<file path="src/rtl/fnd_pkg.sv">
// Shared definitions for 7-segment scan decoding: active-low segment codes, slot
// classes, FSM states and the digit-enable to position mapping.
package fnd_pkg;

  localparam logic [7:0] SEG_0     = 8'hC0;
  localparam logic [7:0] SEG_1     = 8'hF9;
  localparam logic [7:0] SEG_2     = 8'hA4;
  localparam logic [7:0] SEG_3     = 8'hB0;
  localparam logic [7:0] SEG_4     = 8'h99;
  localparam logic [7:0] SEG_5     = 8'h92;
  localparam logic [7:0] SEG_6     = 8'h82;
  localparam logic [7:0] SEG_7     = 8'hF8;
  localparam logic [7:0] SEG_8     = 8'h80;
  localparam logic [7:0] SEG_9     = 8'h90;
  localparam logic [7:0] SEG_A     = 8'h88;
  localparam logic [7:0] SEG_B     = 8'h83;
  localparam logic [7:0] SEG_C     = 8'hC6;
  localparam logic [7:0] SEG_D     = 8'hA1;
  localparam logic [7:0] SEG_DOT   = 8'h7F;
  localparam logic [7:0] SEG_BLANK = 8'hFF;

  typedef enum logic [1:0] {ClsDigit, ClsDotOn, ClsBlank, ClsInvalid} slot_class_e;

  typedef enum logic [1:0] {StIdle, StCollect, StPublish} scan_state_e;

  typedef struct packed {
    logic       valid;
    logic [1:0] pos;
  } com_pos_t;

  // Digit enables are active-low one-hot; the index of the single zero is the position.
  function automatic com_pos_t com_to_pos(input logic [3:0] com);
    com_pos_t res;
    res.valid = 1'b1;
    res.pos   = 2'd0;
    case (com)
      4'b1110: res.pos = 2'd0;
      4'b1101: res.pos = 2'd1;
      4'b1011: res.pos = 2'd2;
      4'b0111: res.pos = 2'd3;
      default: res.valid = 1'b0;
    endcase
    return res;
  endfunction

endpackage

</file>
<file path="src/rtl/fnd_scan_decoder_if.sv">
// Multiplexed 7-segment scan bus: the display controller drives it, decoders observe it.
interface fnd_scan_decoder_if;
  logic [3:0] fnd_com;
  logic [7:0] fnd_data;

  modport master (output fnd_com, output fnd_data);
  modport slave  (input fnd_com, input fnd_data);
endinterface

</file>
<file path="src/rtl/fnd_seg_decoder.sv">
// Classifies one scan slot (digit enables + segment pattern) into digit, dot, blank or invalid.
module fnd_seg_decoder
  import fnd_pkg::*;
(
  input  logic [3:0]  i_com,
  input  logic [7:0]  i_data,
  output slot_class_e o_class,
  output logic [1:0]  o_pos,
  output logic [3:0]  o_value
);

  com_pos_t w_com_pos;

  always_comb begin
    w_com_pos = com_to_pos(i_com);
    o_pos     = w_com_pos.pos;
    o_class   = ClsDigit;
    o_value   = 4'h0;
    case (i_data)
      SEG_0:     o_value = 4'h0;
      SEG_1:     o_value = 4'h1;
      SEG_2:     o_value = 4'h2;
      SEG_3:     o_value = 4'h3;
      SEG_4:     o_value = 4'h4;
      SEG_5:     o_value = 4'h5;
      SEG_6:     o_value = 4'h6;
      SEG_7:     o_value = 4'h7;
      SEG_8:     o_value = 4'h8;
      SEG_9:     o_value = 4'h9;
      SEG_A:     o_value = 4'hA;
      SEG_B:     o_value = 4'hB;
      SEG_C:     o_value = 4'hC;
      SEG_D:     o_value = 4'hD;
      SEG_DOT:   o_class = ClsDotOn;
      SEG_BLANK: o_class = ClsBlank;
      default:   o_class = ClsInvalid;
    endcase
    if (!w_com_pos.valid) begin
      o_class = ClsInvalid;
    end
  end

endmodule

</file>
<file path="src/rtl/fnd_scan_decoder.sv">
// Reconstructs the displayed 4-digit value and dot mask from the scan bus, one 8-slot
// frame at a time, with slot stability qualification and a staleness timeout.
module fnd_scan_decoder
  import fnd_pkg::*;
#(
  parameter int unsigned SYNC_STAGES    = 2,
  parameter int unsigned SETTLE_CYCLES  = 16,
  parameter int unsigned TIMEOUT_CYCLES = 1_000_000
) (
  input  logic                clk,
  input  logic                rst,
  fnd_scan_decoder_if.slave   i_scan,
  output logic [15:0]         o_digits,
  output logic [3:0]          o_dots,
  output logic                o_valid,
  output logic                o_err,
  output logic                o_stale
);

  localparam int unsigned STAB_W = $clog2(SETTLE_CYCLES);
  localparam int unsigned IDLE_W = $clog2(TIMEOUT_CYCLES + 1);
  localparam logic [STAB_W-1:0] STAB_MAX = STAB_W'(SETTLE_CYCLES - 1);
  localparam logic [STAB_W-1:0] STAB_PRE = STAB_W'(SETTLE_CYCLES - 2);
  localparam logic [IDLE_W-1:0] IDLE_MAX = IDLE_W'(TIMEOUT_CYCLES);
  localparam logic [IDLE_W-1:0] IDLE_PRE = IDLE_W'(TIMEOUT_CYCLES - 1);

  logic [11:0]       r_sync [SYNC_STAGES];
  logic [11:0]       r_prev;
  logic [STAB_W-1:0] r_stab;
  logic [IDLE_W-1:0] r_idle;
  logic [11:0]       w_pair;
  logic              w_same;
  logic              w_accept;
  logic              w_timeout;
  logic [STAB_W-1:0] w_stab_d;
  logic [IDLE_W-1:0] w_idle_d;

  slot_class_e w_class;
  logic [1:0]  w_pos;
  logic [3:0]  w_value;

  scan_state_e      r_state, w_state_d;
  logic [2:0]       r_cnt, w_cnt_d;
  logic [3:0][3:0]  r_sh_digit, w_sh_digit_d;
  logic [3:0]       r_sh_dot, w_sh_dot_d;
  logic [3:0]       r_seen, w_seen_d;
  logic             r_ferr, w_ferr_d;
  logic [15:0]      r_digits, w_digits_d;
  logic [3:0]       r_dots, w_dots_d;
  logic             r_valid, w_valid_d;
  logic             r_err, w_err_d;
  logic             r_stale, w_stale_d;
  logic             w_clear;
  logic             w_apply;

  // Synchronizer resets to all ones, which is the idle (all-off) bus.
  always_ff @(posedge clk or negedge rst) begin
    if (!rst) begin
      for (int unsigned i = 0; i < SYNC_STAGES; i++) r_sync[i] <= '1;
    end else begin
      r_sync[0] <= {i_scan.fnd_com, i_scan.fnd_data};
      for (int unsigned i = 1; i < SYNC_STAGES; i++) r_sync[i] <= r_sync[i-1];
    end
  end

  assign w_pair = r_sync[SYNC_STAGES-1];

  // Acceptance fires on the one cycle the counter steps to its saturation value.
  always_comb begin
    w_same    = (w_pair == r_prev);
    w_accept  = w_same && (r_stab == STAB_PRE);
    w_stab_d  = r_stab;
    if (!w_same) begin
      w_stab_d = '0;
    end else if (r_stab != STAB_MAX) begin
      w_stab_d = r_stab + 1'b1;
    end
    w_timeout = !w_accept && (r_idle == IDLE_PRE);
    w_idle_d  = r_idle;
    if (w_accept) begin
      w_idle_d = '0;
    end else if (r_idle != IDLE_MAX) begin
      w_idle_d = r_idle + 1'b1;
    end
  end

  fnd_seg_decoder u_seg_decoder (
    .i_com   (w_pair[11:8]),
    .i_data  (w_pair[7:0]),
    .o_class (w_class),
    .o_pos   (w_pos),
    .o_value (w_value)
  );

  always_comb begin
    w_state_d    = r_state;
    w_cnt_d      = r_cnt;
    w_sh_digit_d = r_sh_digit;
    w_sh_dot_d   = r_sh_dot;
    w_seen_d     = r_seen;
    w_ferr_d     = r_ferr;
    w_digits_d   = r_digits;
    w_dots_d     = r_dots;
    w_valid_d    = 1'b0;
    w_err_d      = 1'b0;
    w_stale_d    = r_stale;
    w_clear      = 1'b0;
    w_apply      = 1'b0;

    case (r_state)
      StIdle: begin
        if (w_accept) begin
          w_apply   = 1'b1;
          w_state_d = StCollect;
        end
      end
      StCollect: begin
        if (w_accept) begin
          w_apply = 1'b1;
          if (r_cnt == 3'd7) w_state_d = StPublish;
        end
      end
      StPublish: begin
        if (!r_ferr && (&r_seen)) begin
          w_digits_d = r_sh_digit;
          w_dots_d   = r_sh_dot;
          w_valid_d  = 1'b1;
          w_stale_d  = 1'b0;
        end else begin
          w_err_d = 1'b1;
        end
        w_clear   = 1'b1;
        w_apply   = w_accept;
        w_state_d = StCollect;
      end
      default: w_state_d = StIdle;
    endcase

    if (w_timeout) begin
      w_state_d = StIdle;
      w_clear   = 1'b1;
      w_stale_d = 1'b1;
    end

    if (w_clear) begin
      w_cnt_d      = '0;
      w_sh_digit_d = '0;
      w_sh_dot_d   = '0;
      w_seen_d     = '0;
      w_ferr_d     = 1'b0;
    end

    // Applied after the clear so a slot landing in the publish cycle opens the next frame.
    if (w_apply) begin
      case (w_class)
        ClsDigit: begin
          w_sh_digit_d[w_pos] = w_value;
          w_seen_d[w_pos]     = 1'b1;
        end
        ClsDotOn: w_sh_dot_d[w_pos] = 1'b1;
        ClsBlank: ;
        default:  w_ferr_d = 1'b1;
      endcase
      if (w_cnt_d != 3'd7) w_cnt_d = w_cnt_d + 3'd1;
    end
  end

  always_ff @(posedge clk or negedge rst) begin
    if (!rst) begin
      r_prev     <= '1;
      r_stab     <= '0;
      r_idle     <= '0;
      r_state    <= StIdle;
      r_cnt      <= '0;
      r_sh_digit <= '0;
      r_sh_dot   <= '0;
      r_seen     <= '0;
      r_ferr     <= 1'b0;
      r_digits   <= '0;
      r_dots     <= '0;
      r_valid    <= 1'b0;
      r_err      <= 1'b0;
      r_stale    <= 1'b1;
    end else begin
      r_prev     <= w_pair;
      r_stab     <= w_stab_d;
      r_idle     <= w_idle_d;
      r_state    <= w_state_d;
      r_cnt      <= w_cnt_d;
      r_sh_digit <= w_sh_digit_d;
      r_sh_dot   <= w_sh_dot_d;
      r_seen     <= w_seen_d;
      r_ferr     <= w_ferr_d;
      r_digits   <= w_digits_d;
      r_dots     <= w_dots_d;
      r_valid    <= w_valid_d;
      r_err      <= w_err_d;
      r_stale    <= w_stale_d;
    end
  end

  assign o_digits = r_digits;
  assign o_dots   = r_dots;
  assign o_valid  = r_valid;
  assign o_err    = r_err;
  assign o_stale  = r_stale;

endmodule

</file>
<file path="src/flat_wrapper.sv">
// flat-port wrapper written by rule: the top's interface ports become plain ports
module fnd_scan_decoder_flat import fnd_pkg::*;
#(
  parameter int unsigned SYNC_STAGES    = 2,
  parameter int unsigned SETTLE_CYCLES  = 16,
  parameter int unsigned TIMEOUT_CYCLES = 1_000_000
)
  (clk, rst, o_digits, o_dots, o_valid, o_err, o_stale, i_scan_fnd_com, i_scan_fnd_data);
  fnd_scan_decoder_if i_scan_i ();
  input  logic clk;
  input  logic rst;
  output logic [15:0] o_digits;
  output logic [3:0] o_dots;
  output logic o_valid;
  output logic o_err;
  output logic o_stale;
  input wire logic [$bits(i_scan_i.fnd_com)-1:0] i_scan_fnd_com;
  input wire logic [$bits(i_scan_i.fnd_data)-1:0] i_scan_fnd_data;
  assign i_scan_i.fnd_com = i_scan_fnd_com;
  assign i_scan_i.fnd_data = i_scan_fnd_data;
  fnd_scan_decoder #(.SYNC_STAGES(SYNC_STAGES), .SETTLE_CYCLES(SETTLE_CYCLES), .TIMEOUT_CYCLES(TIMEOUT_CYCLES)) u_core (.clk(clk), .rst(rst), .i_scan(i_scan_i), .o_digits(o_digits), .o_dots(o_dots), .o_valid(o_valid), .o_err(o_err), .o_stale(o_stale));
endmodule
</file>
<file path="config.mk">
export PLATFORM = sky130hd
export DESIGN_NAME = fnd_scan_decoder_flat
export DESIGN_NICKNAME = d
export VERILOG_FILES = /design/src/rtl/fnd_pkg.sv /design/src/rtl/fnd_scan_decoder_if.sv /design/src/rtl/fnd_seg_decoder.sv /design/src/rtl/fnd_scan_decoder.sv /design/src/flat_wrapper.sv
export SDC_FILE = /design/constraint.sdc
export NUM_CORES = 1
export LEC_CHECK = 0
export ABC_AREA = 1
export BUFFER_PORTS_ARGS = -buffer_cell sky130_fd_sc_hd__buf_2
export CORE_MARGIN = 5
export CORE_UTILIZATION = 60
export DETAILED_ROUTE_END_ITERATION = 10
export GPL_TIMING_DRIVEN = 0
export MAX_ROUTING_LAYER = met4
export PLACE_DENSITY_LB_ADDON = 0.12
export SYNTH_ARGS = -nofsm -noshare
export SYNTH_HDL_FRONTEND = slang
export SYNTH_SLANG_ARGS = --single-unit
</file>
<file path="constraint.sdc">
create_clock -name clk -period 4.7 [get_ports clk]
set_clock_uncertainty 0.15 [all_clocks]
set_input_delay 0.705 -clock clk [delete_from_list [all_inputs] [get_ports clk]]
set_output_delay 0.705 -clock clk [all_outputs]
set_load 0.03 [all_outputs]
</file>
==> results.json <==
{
  "cp_top_family": "simple AND/OR/NAND/NOR gates",
  "max_slew_margin": 0.517,
  "drt_wl_total_um": 9950,
  "wl_met1_um": 4590,
  "row_count": 33,
  "highest_layer": "met4",
  "avgSynthCellArea_um2": 8.56,
  "final-max-slew-violation-count": 0,
  "cp_slowest_stage_delay_ps": 610,
  "power_density_nw_per_um2": 389,
  "vias": 3964,
  "tritoncts": "built",
  "core-area_um2": 8180,
  "die_w_um": 101,
  "cp.depth": 12,
  "min_path_type": "input pin to asynchronous set/reset pin",
  "wl_met3_um": 543,
  "cp.arrival_ps": 2650,
  "antenna_left": 0,
  "antenna_cells": 0,
  "r2r_cells": 12,
  "cp_common_cell": "nand2_1",
  "synth_cells": 583,
  "viasPerCell": 5.24,
  "reg2reg_slack_ps": 2340,
  "maxCapViolations": 0,
  "grt_pass1_vias": 3763,
  "start_util": 0.610,
  "drive_gt1_frac": 0.204,
  "status": "finished, final reports clean",
  "fin_setup_tns_ps": 0,
  "netlist_area_um2": 4990,
  "area_growth_pct": 18.7,
  "cts_root_buf": "clkbuf_8",
  "crit_slowest_cell": "dfstp_2",
  "finalCritPeriodShare": 0.502,
  "fmax_ghz": 0.424,
  "dpl.hpwl_um": 6820,
  "wl_met2_um": 4700,
  "multi_input_area_um2": 1770,
  "grt.total_usage": 0.220,
  "die_area_um2": 10200,
  "drt_iter0_drc": 245,
  "dp_slack_ps": 2380,
  "drt_pass1_iterations": 5,
  "crit_type": "flip-flop to flip-flop",
  "start_kind": "flip-flop",
  "grt_max_degree": 58,
  "antenna_found_initial": 0,
  "ys_seq_elements": 113,
  "cts_buffer_depth": 2,
  "fin_crit_ps": 2360,
  "r2r-start": "u_core.w_pair[4]",
  "grt_pass1_wl_um": 17400,
  "report.final.hold_viol_count": 0,
  "fin_hold_ws_ps": 112,
  "die_h_um": 101,
  "grt_overflow": 0,
  "ys_warn_count": 0,
  "port_buffers": 36,
  "ir_drop_v": 0.000395,
  "timing.final.ws_setup_ps": 2340,
  "syn_nets": 601,
  "crit_chain": "inv_2 -> nand2_1 -> nand2_1 -> nor2_1 -> nand2_1 -> nor2_2 -> nand4_2 -> inv_2 -> nand2_1 -> nor2_1 -> nand2_1 -> nand2_1",
  "post_cts_resized": 0,
  "path_clk_slew_ps": 60,
  "seq_area_frac_synth": 0.576,
  "ioPinCount": 37,
  "holdBufCountCts": 0,
  "r2r-end": "u_core.r_sh_digit[9]",
  "finalWeightedCongestion": 0.951,
  "synth.distinct_cells": 32,
  "path_max_fanout": 8,
  "drc_errors": 0,
  "crit_path_end_kind": "flip-flop",
  "final_nets": 657,
  "p_leak_nw": 2.93,
  "fill_cells": 606,
  "cp.required_ps": 4990,
  "final-seq-area_um2": 2870,
  "clkLatencyLatePin_ps": 510,
  "worst_pin_slew_ps": 725,
  "clkSinkCount": 113,
  "post_cts_buffers": 0,
  "crit_buf_inv": 2,
  "wl_per_cell_um": 13.1,
  "cts_buffers": 17,
  "htree_levels": 4,
  "rsz0062_at_grt": "no",
  "setup_viol": 0
}
report_power, final:
| group | leakage [nW] | total (mW) | switching, mW | internal, mW |
|---|---|---|---|---|
| sequential | 1.44 | 1.02 | 0.0129 | 1.00 |
| combinational | 1.20 | 0.0582 | 0.0399 | 0.0183 |
| clock | 0.295 | 1.23 | 0.431 | 0.799 |
per-layer routing:
layer,track usage,vias to the layer above
met5,-,-
met4,0.0818,0
met3,0.0517,12
met2,0.336,116
met1,0.290,1852
li1,-,1984
logic make-up after synthesis:
logic type               count (synthesis)  synth area share
AND/OR/NAND/NOR                        282             0.239
flip-flops                             113             0.576
buffers and inverters                   89            0.0685
AO/OA/AOI/OAI                           88            0.0940
XOR/XNOR                                 7            0.0123
adder cells (fa/ha/maj)                  4            0.0100
registers in the layout, indices dropped and copies added, names as in the netlist, 4 cells and up:
signal,flops
u_core.r_idle,20
u_core.o_digits,16
u_core.r_sh_digit,16
u_core.r_prev,12
u_core.r_sync,12
u_core.w_pair,12
u_core.o_dots,4
u_core.r_seen,4
u_core.r_sh_dot,4
u_core.r_stab,4
final cells by class:
cell class	count	area share
Sequential cell	113	0.485
Multi-Input combinational cell	381	0.300
Timing Repair Buffer	37	0.0355
Tap cell	105	0.0222
Clock inverter	7	0.00676
Buffer	11	0.00824
Clock buffer	25	0.0928
Inverter	78	0.0495
placed cells by master, fill, tap and decap left out, drive strengths merged, types with 17 or more instances in the layout:
| cell | count |
|---|---|
| nor2 | 74 |
| inv | 80 |
| o21ai | 58 |
| clkbuf | 30 |
| buf | 43 |
| nand2 | 152 |
| dfstp | 37 |
| nor3 | 18 |
| a21oi | 17 |
| dfrtp | 76 |
| nand3 | 24 |
cells in the mapped netlist:
cell type | number | area (µm²)
a211oi_1 | 5 | 37.5
a21oi_1 | 17 | 85.1
a41oi_1 | 1 | 8.76
and2_1 | 1 | 6.26
buf_2 | 6 | 30.0
clkbuf_1 | 5 | 18.8
dfrtp_1 | 76 | 1900
dfstp_2 | 37 | 972
ha_1 | 4 | 50.1
inv_1 | 67 | 251
inv_2 | 11 | 41.3
nand2_1 | 150 | 563
nand2_2 | 2 | 12.5
nand3_1 | 21 | 105
nand3_2 | 3 | 30.0
nand3b_1 | 1 | 7.51
nand4_1 | 8 | 50.1
nand4_2 | 1 | 12.5
nor2_1 | 68 | 255
nor2_2 | 5 | 31.3
nor2_4 | 1 | 11.3
nor3_1 | 18 | 90.1
nor4_1 | 2 | 12.5
o211ai_1 | 1 | 7.51
o21a_1 | 1 | 7.51
o21ai_0 | 38 | 190
o21ai_1 | 20 | 100
o22ai_1 | 4 | 25.0
o31ai_1 | 1 | 7.51
or2_0 | 1 | 6.26
xnor2_1 | 4 | 35.0
xor2_1 | 3 | 26.3
stage by stage:
| stage | utilization | power (mW) | instances | cell area, µm² |
|---|---|---|---|---|
| 4_1_cts | 0.724 | 2.32 | 757 | 5920 |
| 2_1_floorplan | - | 1.06 | 583 | 4990 |
| 6_report | 0.724 | 2.30 | 757 | 5920 |
| 5_1_grt | 0.724 | 2.38 | 757 | 5920 |
| 3_5_place_dp | 0.652 | 1.09 | 725 | 5330 |
| 3_3_place_gp | 0.648 | 1.08 | 724 | 5300 |
worst max-delay path by stage:
stage / slack (ps) / to / startpoint
2_1_floorplan: 2750 / u_core.r_sh_digit[12] / u_core.w_pair[7]
3_3_place_gp: 1610 / u_core.r_stab[1] / rst
3_5_place_dp: 2380 / u_core.r_sh_digit[6] / u_core.w_pair[4]
4_1_cts: 2330 / u_core.r_sh_digit[9] / u_core.w_pair[4]
5_1_grt: 2090 / u_core.r_sh_digit[9] / u_core.w_pair[4]
6_report: 2340 / u_core.r_sh_digit[9] / u_core.w_pair[4]
worst reg2reg max path: stages, from the launching register on:
cell and delay, ps:
dfstp_2 610, inv_2 50, nand2_1 50, nand2_1 40
nor2_1 140, nand2_1 80, nor2_2 160, nand4_2 170
inv_2 150, nand2_1 190, nor2_1 280, nand2_1 110
nand2_1 110
No activity file was read; power rests on OpenSTA's default activity.
